`src/rtl/addsub_accumulator.sv`:
```
// -----------------------------------------------------------------------------
// addsub_accumulator
//
// Two-state (IDLE/EXEC) accumulator that uses an external combinational
// adder-subtractor. When an operand is accepted, the block registers the
// current accumulator and the operand on addsub_x/addsub_y, and the operation
// on addsub_add_n. One cycle later it takes the adder's result back into the
// accumulator.
//
// Parameters
//   n    operand/accumulator width (two's complement)
//   SAT  1 = clamp accumulator to signed max/min on overflow, 0 = wrap
//
// Ports
//   clk, rst_n        rising-edge clock, asynchronous active-low reset
//   clr               synchronous clear of accumulator, flags, counter, done
//   in_valid/in_ready operand handshake; in_ready = IDLE and not clr
//   in_data, in_sub   operand and operation (0 = add, 1 = subtract)
//   addsub_x/y/add_n  registered operands to the external adder-subtractor
//   addsub_s/c_out/over_flow  same-cycle result from that adder-subtractor
//   acc, carry        accumulator and carry-out of the last completed operation
//   ovf_sticky        set by any overflowing operation, cleared by clr/reset
//   done              one-cycle pulse after each completed operation
//   op_cnt            completed-operation count, saturating at 255
// -----------------------------------------------------------------------------
module addsub_accumulator #(
  parameter int n   = 4,
  parameter bit SAT = 1'b0
) (
  input  logic         clk,
  input  logic         rst_n,
  input  logic         clr,
  input  logic         in_valid,
  output logic         in_ready,
  input  logic [n-1:0] in_data,
  input  logic         in_sub,
  output logic [n-1:0] addsub_x,
  output logic [n-1:0] addsub_y,
  output logic         addsub_add_n,
  input  logic [n-1:0] addsub_s,
  input  logic         addsub_c_out,
  input  logic         addsub_over_flow,
  output logic [n-1:0] acc,
  output logic         carry,
  output logic         ovf_sticky,
  output logic         done,
  output logic [7:0]   op_cnt
);

  typedef enum logic [0:0] {
    IDLE = 1'b0,
    EXEC = 1'b1
  } state_t;

  state_t       state_r;
  logic [n-1:0] acc_r;
  logic [n-1:0] x_r;
  logic [n-1:0] y_r;
  logic         add_n_r;
  logic         carry_r;
  logic         ovf_r;
  logic         done_r;
  logic [7:0]   cnt_r;

  logic [n-1:0] acc_next_s;
  logic [7:0]   cnt_next_s;

  // Clamp value on signed overflow. Overflow can only move a value away from
  // the sign of the starting accumulator, so the sign of addsub_x picks the
  // rail: positive start -> 0111..1, negative start -> 1000..0.
  function automatic logic [n-1:0] sat_limit(input logic start_msb);
    return {start_msb, {(n-1){~start_msb}}};
  endfunction

  // Saturating increment of the operation counter.
  function automatic logic [7:0] cnt_inc(input logic [7:0] cnt);
    logic [7:0] res;
    if (cnt == 8'd255) begin
      res = cnt;
    end else begin
      res = cnt + 8'd1;
    end
    return res;
  endfunction

  // Handshake is only offered in IDLE and never while a clear is pending.
  always_comb begin
    in_ready = (state_r == IDLE) && !clr;
  end

  // Value the accumulator takes when the current EXEC cycle completes.
  always_comb begin
    acc_next_s = addsub_s;
    if (SAT && addsub_over_flow) begin
      acc_next_s = sat_limit(addsub_x[n-1]);
    end else begin
      acc_next_s = addsub_s;
    end
    cnt_next_s = cnt_inc(cnt_r);
  end

  // Control FSM plus all datapath registers. clr outranks everything except
  // reset, so an operation sitting in EXEC is dropped without being counted.
  always_ff @(posedge clk or negedge rst_n) begin
    if (!rst_n) begin
      state_r <= IDLE;
      acc_r   <= {n{1'b0}};
      x_r     <= {n{1'b0}};
      y_r     <= {n{1'b0}};
      add_n_r <= 1'b0;
      carry_r <= 1'b0;
      ovf_r   <= 1'b0;
      done_r  <= 1'b0;
      cnt_r   <= 8'd0;
    end else if (clr) begin
      // Operand registers keep their values; only result state is cleared.
      state_r <= IDLE;
      acc_r   <= {n{1'b0}};
      carry_r <= 1'b0;
      ovf_r   <= 1'b0;
      done_r  <= 1'b0;
      cnt_r   <= 8'd0;
    end else begin
      case (state_r)
        IDLE: begin
          done_r <= 1'b0;
          if (in_valid && in_ready) begin
            x_r     <= acc_r;
            y_r     <= in_data;
            add_n_r <= in_sub;
            state_r <= EXEC;
          end else begin
            state_r <= IDLE;
          end
        end
        EXEC: begin
          // The adder result for x_r/y_r/add_n_r is valid during this cycle.
          acc_r   <= acc_next_s;
          carry_r <= addsub_c_out;
          ovf_r   <= ovf_r | addsub_over_flow;
          cnt_r   <= cnt_next_s;
          done_r  <= 1'b1;
          state_r <= IDLE;
        end
        default: begin
          done_r  <= 1'b0;
          state_r <= IDLE;
        end
      endcase
    end
  end

  // Registered outputs.
  always_comb begin
    addsub_x     = x_r;
    addsub_y     = y_r;
    addsub_add_n = add_n_r;
    acc          = acc_r;
    carry        = carry_r;
    ovf_sticky   = ovf_r;
    done         = done_r;
    op_cnt       = cnt_r;
  end

endmodule

```
`config.mk`:
```
export PLATFORM = sky130hd
export DESIGN_NAME = addsub_accumulator
export DESIGN_NICKNAME = d
export VERILOG_FILES = /design/src/rtl/addsub_accumulator.sv
export SDC_FILE = /design/constraint.sdc
export NUM_CORES = 1
export LEC_CHECK = 0
export CAP_MARGIN = 20
export CORE_UTILIZATION = 40
export CTS_BUF_LIST = sky130_fd_sc_hd__clkbuf_16
export DETAILED_ROUTE_END_ITERATION = 6
export PLACE_DENSITY = 0.74
export SETUP_SLACK_MARGIN = 0.5
export SLEW_MARGIN = 20
export SYNTH_ARGS = -nofsm -noshare
export SYNTH_HDL_FRONTEND = slang
export SYNTH_SLANG_ARGS = --single-unit
```
`constraint.sdc`:
```
create_clock -name clk -period 1.4 [get_ports clk]
set_clock_uncertainty 0.05 [all_clocks]
set_input_delay 0.28 -clock clk [delete_from_list [all_inputs] [get_ports clk]]
set_output_delay 0.28 -clock clk [all_outputs]
set_load 0.01 [all_outputs]
```
* Yosys cells after proc, flatten, opt, wreduce, memory -nomap -nowiden
Index checks and enable logic that the tools add are counted.
** Storage, ports and cells
- Input port bits :: 15
- Flip-flop bits (word level) :: 25
- Logic and storage cells :: 35
- Output and inout bits :: 25
** Cells by class
- Add/subtract/negate cells :: 1
- Reductions and logical operators :: 6
- Equal/unequal tests :: 2
- Bitwise logic cells :: 3
- Multiplexer cells :: 14
** Operators with widths (count)
- 2-to-1 mux 8 bit :: 3
- adder 8 x 1 -> 8 bit (second input constant) :: 1
- == test 8 bit (second input constant) :: 1
- 2-to-1 mux 4 bit :: 2
- 2-to-1 mux 1 bit :: 7
- one-hot mux 1 bit (2 select lines) :: 2
- AND reduction 3 bit :: 1
- logical AND 1 bit :: 2
- inequality test 2 bit (second input constant) :: 1
- NOT 1 bit :: 2
- AND reduction 2 bit :: 1
- nonzero test 2 bit :: 1
- logical NOT 1 bit :: 1
- bitwise OR 1 bit :: 1

* Depth between registers and ports, before layout
- Depth after elaboration :: 6
- Depth in mapped cells :: 5
- Mapped depth without buffers :: 4

* Worst setup path before layout
Ideal clock, no wire load.
- Path type :: flip-flop to flip-flop
- Start :: register cnt_r[0], in the netlist op_cnt[0]
- End :: register cnt_r[0], in the netlist op_cnt[0]
- Data arrival time :: 1.367 ns
- Period minus slack after synthesis :: 1.542 ns
- Path buffers :: 0
- Data required time :: 1.225 ns
- Library setup time :: 0.125 ns
- Stages on the path, launching flop included :: 5
- Slack :: -0.142 ns
- Cells stage by stage :: dfrtp_1 ha_1 and4_4 a21boi_2 mux2_4
** On the way
- Longest elaborated chain between the ends :: 4
- Elaborated cells between the ends (all ways) :: 7
- Classes of those cells :: add/sub: 1; eq/ne: 2; mux: 3; reduce/logical: 1
** Ends and longest elaborated chain
- start, declared :: line 63 : logic [7:0] cnt_r;
- start signal, assigned :: line 141 : cnt_r <= cnt_next_s;
- adder 8 x 1 -> 8 bit :: line 81 : res = cnt + 8'd1;
- 2-to-1 mux 8 bit :: line 78 : if (cnt == 8'd255) begin
- 2-to-1 mux 8 bit :: line 124 : case (state_r)
- 2-to-1 mux 8 bit :: line 115 : end else if (clr) begin
Several ways; a longest one is shown, not always the timed one. The select of a mux whose other input is x is not followed.
A chain may end at the register's enable or synchronous reset.

* Final worst setup path
Ends and elaborated chain as after synthesis.

==> results.yml <==
synth:
  ys.flop_type: "dfrtp_1"
  synth_fp_nets: 109
  ys_top_cells_by_area: "dfrtp_1 52%, mux2_4 13%, mux2i_1 5.0%, buf_4 2.5%, nor2_1 2.5%"
  ys.warnings.count: 0
  ys_seq_area_frac: 0.5225
  yosys.area_share.adder: 0.01045
  synth_top_area_share: 0.5225
  avgSynthCellArea_um2: 12.88
  synth_top_family_by_area: "multiplexers"
  synth_area_um2: 1197
  synthMuxAreaShare: 0.1850
  synth-edff-count: 0
  yosysMostFrequentCell: "dfrtp_1"
  synth_largest_area_cell: "dfrtp_1"
  synth_xor_area_frac: 0
  yosys.area_share.simple: 0.1578
  synthTopCellsByCount: "25 x dfrtp_1, 10 x mux2_4, 8 x nor2_1"
  synthCells: 93
  synth-seq-cells: 25
  synth_compound_area_frac: 0.07419
  async_flop_share: 1.000
  yosys.cell_types.count: 30
global_route:
  grt_pass1_vias: 999
  grt_usage: 0.2004
  grt_overflow_total: 0
  busiest_layer: "met2"
  grtUsageMet3: 0.02995
  grt_pass1_wl_um: 4871
  grt_use_met1: 0.2537
  grt_max_degree: 26
  gr-usage-met2: 0.3435
  antenna_found_initial: 0
setup_path:
  cpMaxStageDelayCell: "dfrtp_2"
  startpoint_type: "flip-flop"
  crit_type: "reg2reg"
  crit_chain: "ha_4 -> and4_4 -> a21boi_4 -> mux2_4"
  critPathMaxFanout: 3
  cp.required_ns: 1.49
  crit_arrival_ns: 1.48
  endpoint_kind: "flip-flop"
  slowest_delay_ns: 0.43
routing:
  wl_um: 3099
  drc: 4
  drtIter0Drc: 25
  drt_pre_antenna_iters: 6
  viasPerCell: 5.245
  drtAntennaViolNets: 0
  vias: 1028
  wl_per_cell_um: 15.81
power:
  power_frac_seq: 0.455
  ir_worst_vdd_v: 0.0006266
  internal_power_mw: 1.352
  p_switching_mw: 0.4109
  pwr-share-clk: 0.366
  switching_share: 0.2331
  pwr-share-comb: 0.179
  p_leak_nw: 0.9619
  p_per_area_nw_per_um2: 896.1
cts:
  cts_tree: "yes"
  cts_hold_buf: 0
  root_buffer: "clkbuf_16"
  clock_path_buffers: 2
  worstSkewPairLatency_ns: 0.26
  htree_num_levels: 1
  cts_buffers: 3
  cts_sinks: 25
  clk_pin_slew_ns: 0.07
floorplanning:
  ios: 40
  die-area_um2: 3216
  fp.dieW_um: 56.71
  die_height_um: 56.71
  fp-row-count: 19
  core_area_um2: 2805
  start_util: 0.4269
timing:
  maxSlewHeadroom: 0.8441
  setup_viol: 0
  fin_crit_sh: 0.9903
  rsz0062_at_grt: "true"
  worst_slew_pin_slew_ns: 0.2308
  finalHoldViolations: 0
  tns_ns: 0
  layout_setup_ws_ns: 0.01352
  clock.fmax_mhz: 721.3
  min_period_ns: 1.386
  slew_viol_final: 0
layout:
  final_nets: 182
  fin_area_um2: 1967
  drive_gt1_frac: 0.5879
  area_delta_synth_final_pct: 64.26
  antenna_cells: 0
  num-fill-cells: 210
placement:
  place_area_um2: 1677
  port_buffers: 39
  hpwl_um: 1902
  place.gp.congestion: 0.8627
  pre_cts_ws_ns: -0.3440
status:
  status: "finished, violations left"
  violations: "DRC"
hold_path:
  hold_path.class: "in2async"
run:
  maxCapViolations: 0
==> layout make-up <==
cell class	instances	area, µm²	area share
Sequential cell	25	628.1	0.3193
Multi-Input combinational cell	62	618.1	0.3142
Timing Repair Buffer	74	599.3	0.3047
Clock buffer	3	75.07	0.03817
Tap cell	31	38.79	0.01972
Clock inverter	1	7.507	0.003817
==> state kept, by name (all words and copies together) (netlist names) <==
| name | cells |
|---|---|
| acc | 4 |
| addsub_y | 4 |
| addsub_x | 4 |
| op_cnt | 8 |
| done | 1 |
| ovf_sticky | 1 |
| state_r | 1 |
| carry | 1 |
| addsub_add_n | 1 |
==> critical path, delay by kind of cell, from the launching register on <==
family          cells  cell delay (ns)
compound gates      1             0.15
fa+ha+maj           1             0.17
flops               1             0.43
mux                 1             0.31
simple gates        1             0.16
==> metal layers <==
layer  vias up  wire, µm
met4         0        42
met2        50      1628
met1       496      1237
met3         5       189
li1        477         -
met5         -         0
==> cell families after synthesis <==
logic type / Yosys count
AO/OA/AOI/OAI: 12
buffers and inverters: 7
adder cells (fa/ha/maj): 1
AND/OR/NAND/NOR: 31
multiplexers: 17
flip-flops: 25
==> cell usage in the layout, fill, tap and decap left out, drive strengths merged, types with 3 or more instances in the layout <==
cell type	count
buf	60
dfrtp	25
clkdlybuf4s50	13
mux2	11
nor2	9
mux2i	6
nor2b	4
and2	3
a211oi	3
clkbuf	3
==> power groups by stage <==
stage               clock network, mW  registers [mW]  logic, mW
floorplan                           0           0.838      0.115
global placement                    0           0.817      0.309
detailed placement                  0           0.815      0.317
CTS                             0.651           0.803      0.294
global route                    0.695           0.808      0.338
finish                          0.644           0.803      0.316
==> through the flow <==
stage | std cells | hold WS, ns | total power, mW | utilization
6_report | 196 | 0.3152 | 1.763 | 0.7012
2_1_floorplan | 93 | -0.06559 | 0.9532 | -
3_3_place_gp | 167 | 0.4292 | 1.126 | 0.5977
3_5_place_dp | 167 | 0.4424 | 1.131 | 0.5977
5_1_grt | 196 | 0.3390 | 1.841 | 0.7012
4_1_cts | 187 | 0.3186 | 1.748 | 0.6601
==> what timing repair did <==
action / CTS / global route
setup buffers: 15 / 9
pin swaps: 13 / 7
gates resized for setup: 125 / 9
endpoints found under the hold margin: 0 / 0
cloned: 1 / 0
endpoints found under the setup margin: 50 / 50
==> path summary, 6_finish.rpt <==
kind | depth (start not counted) | from | slack (ns) | to
max in group asynchronous | 2 | rst_n | 0.83 | op_cnt[0]
min in group clk | 1 | addsub_y[3] | 0.46 | addsub_y[3]
worst min register to register | 1 | addsub_y[3] | 0.46 | addsub_y[3]
worst max-delay path | 4 | op_cnt[0] | 0.01 | op_cnt[0]
worst max register to register | 4 | op_cnt[0] | 0.01 | op_cnt[0]
worst min-delay path | 2 | rst_n | 0.32 | op_cnt[7]
Note: power is estimated with default switching activity, not from simulation.
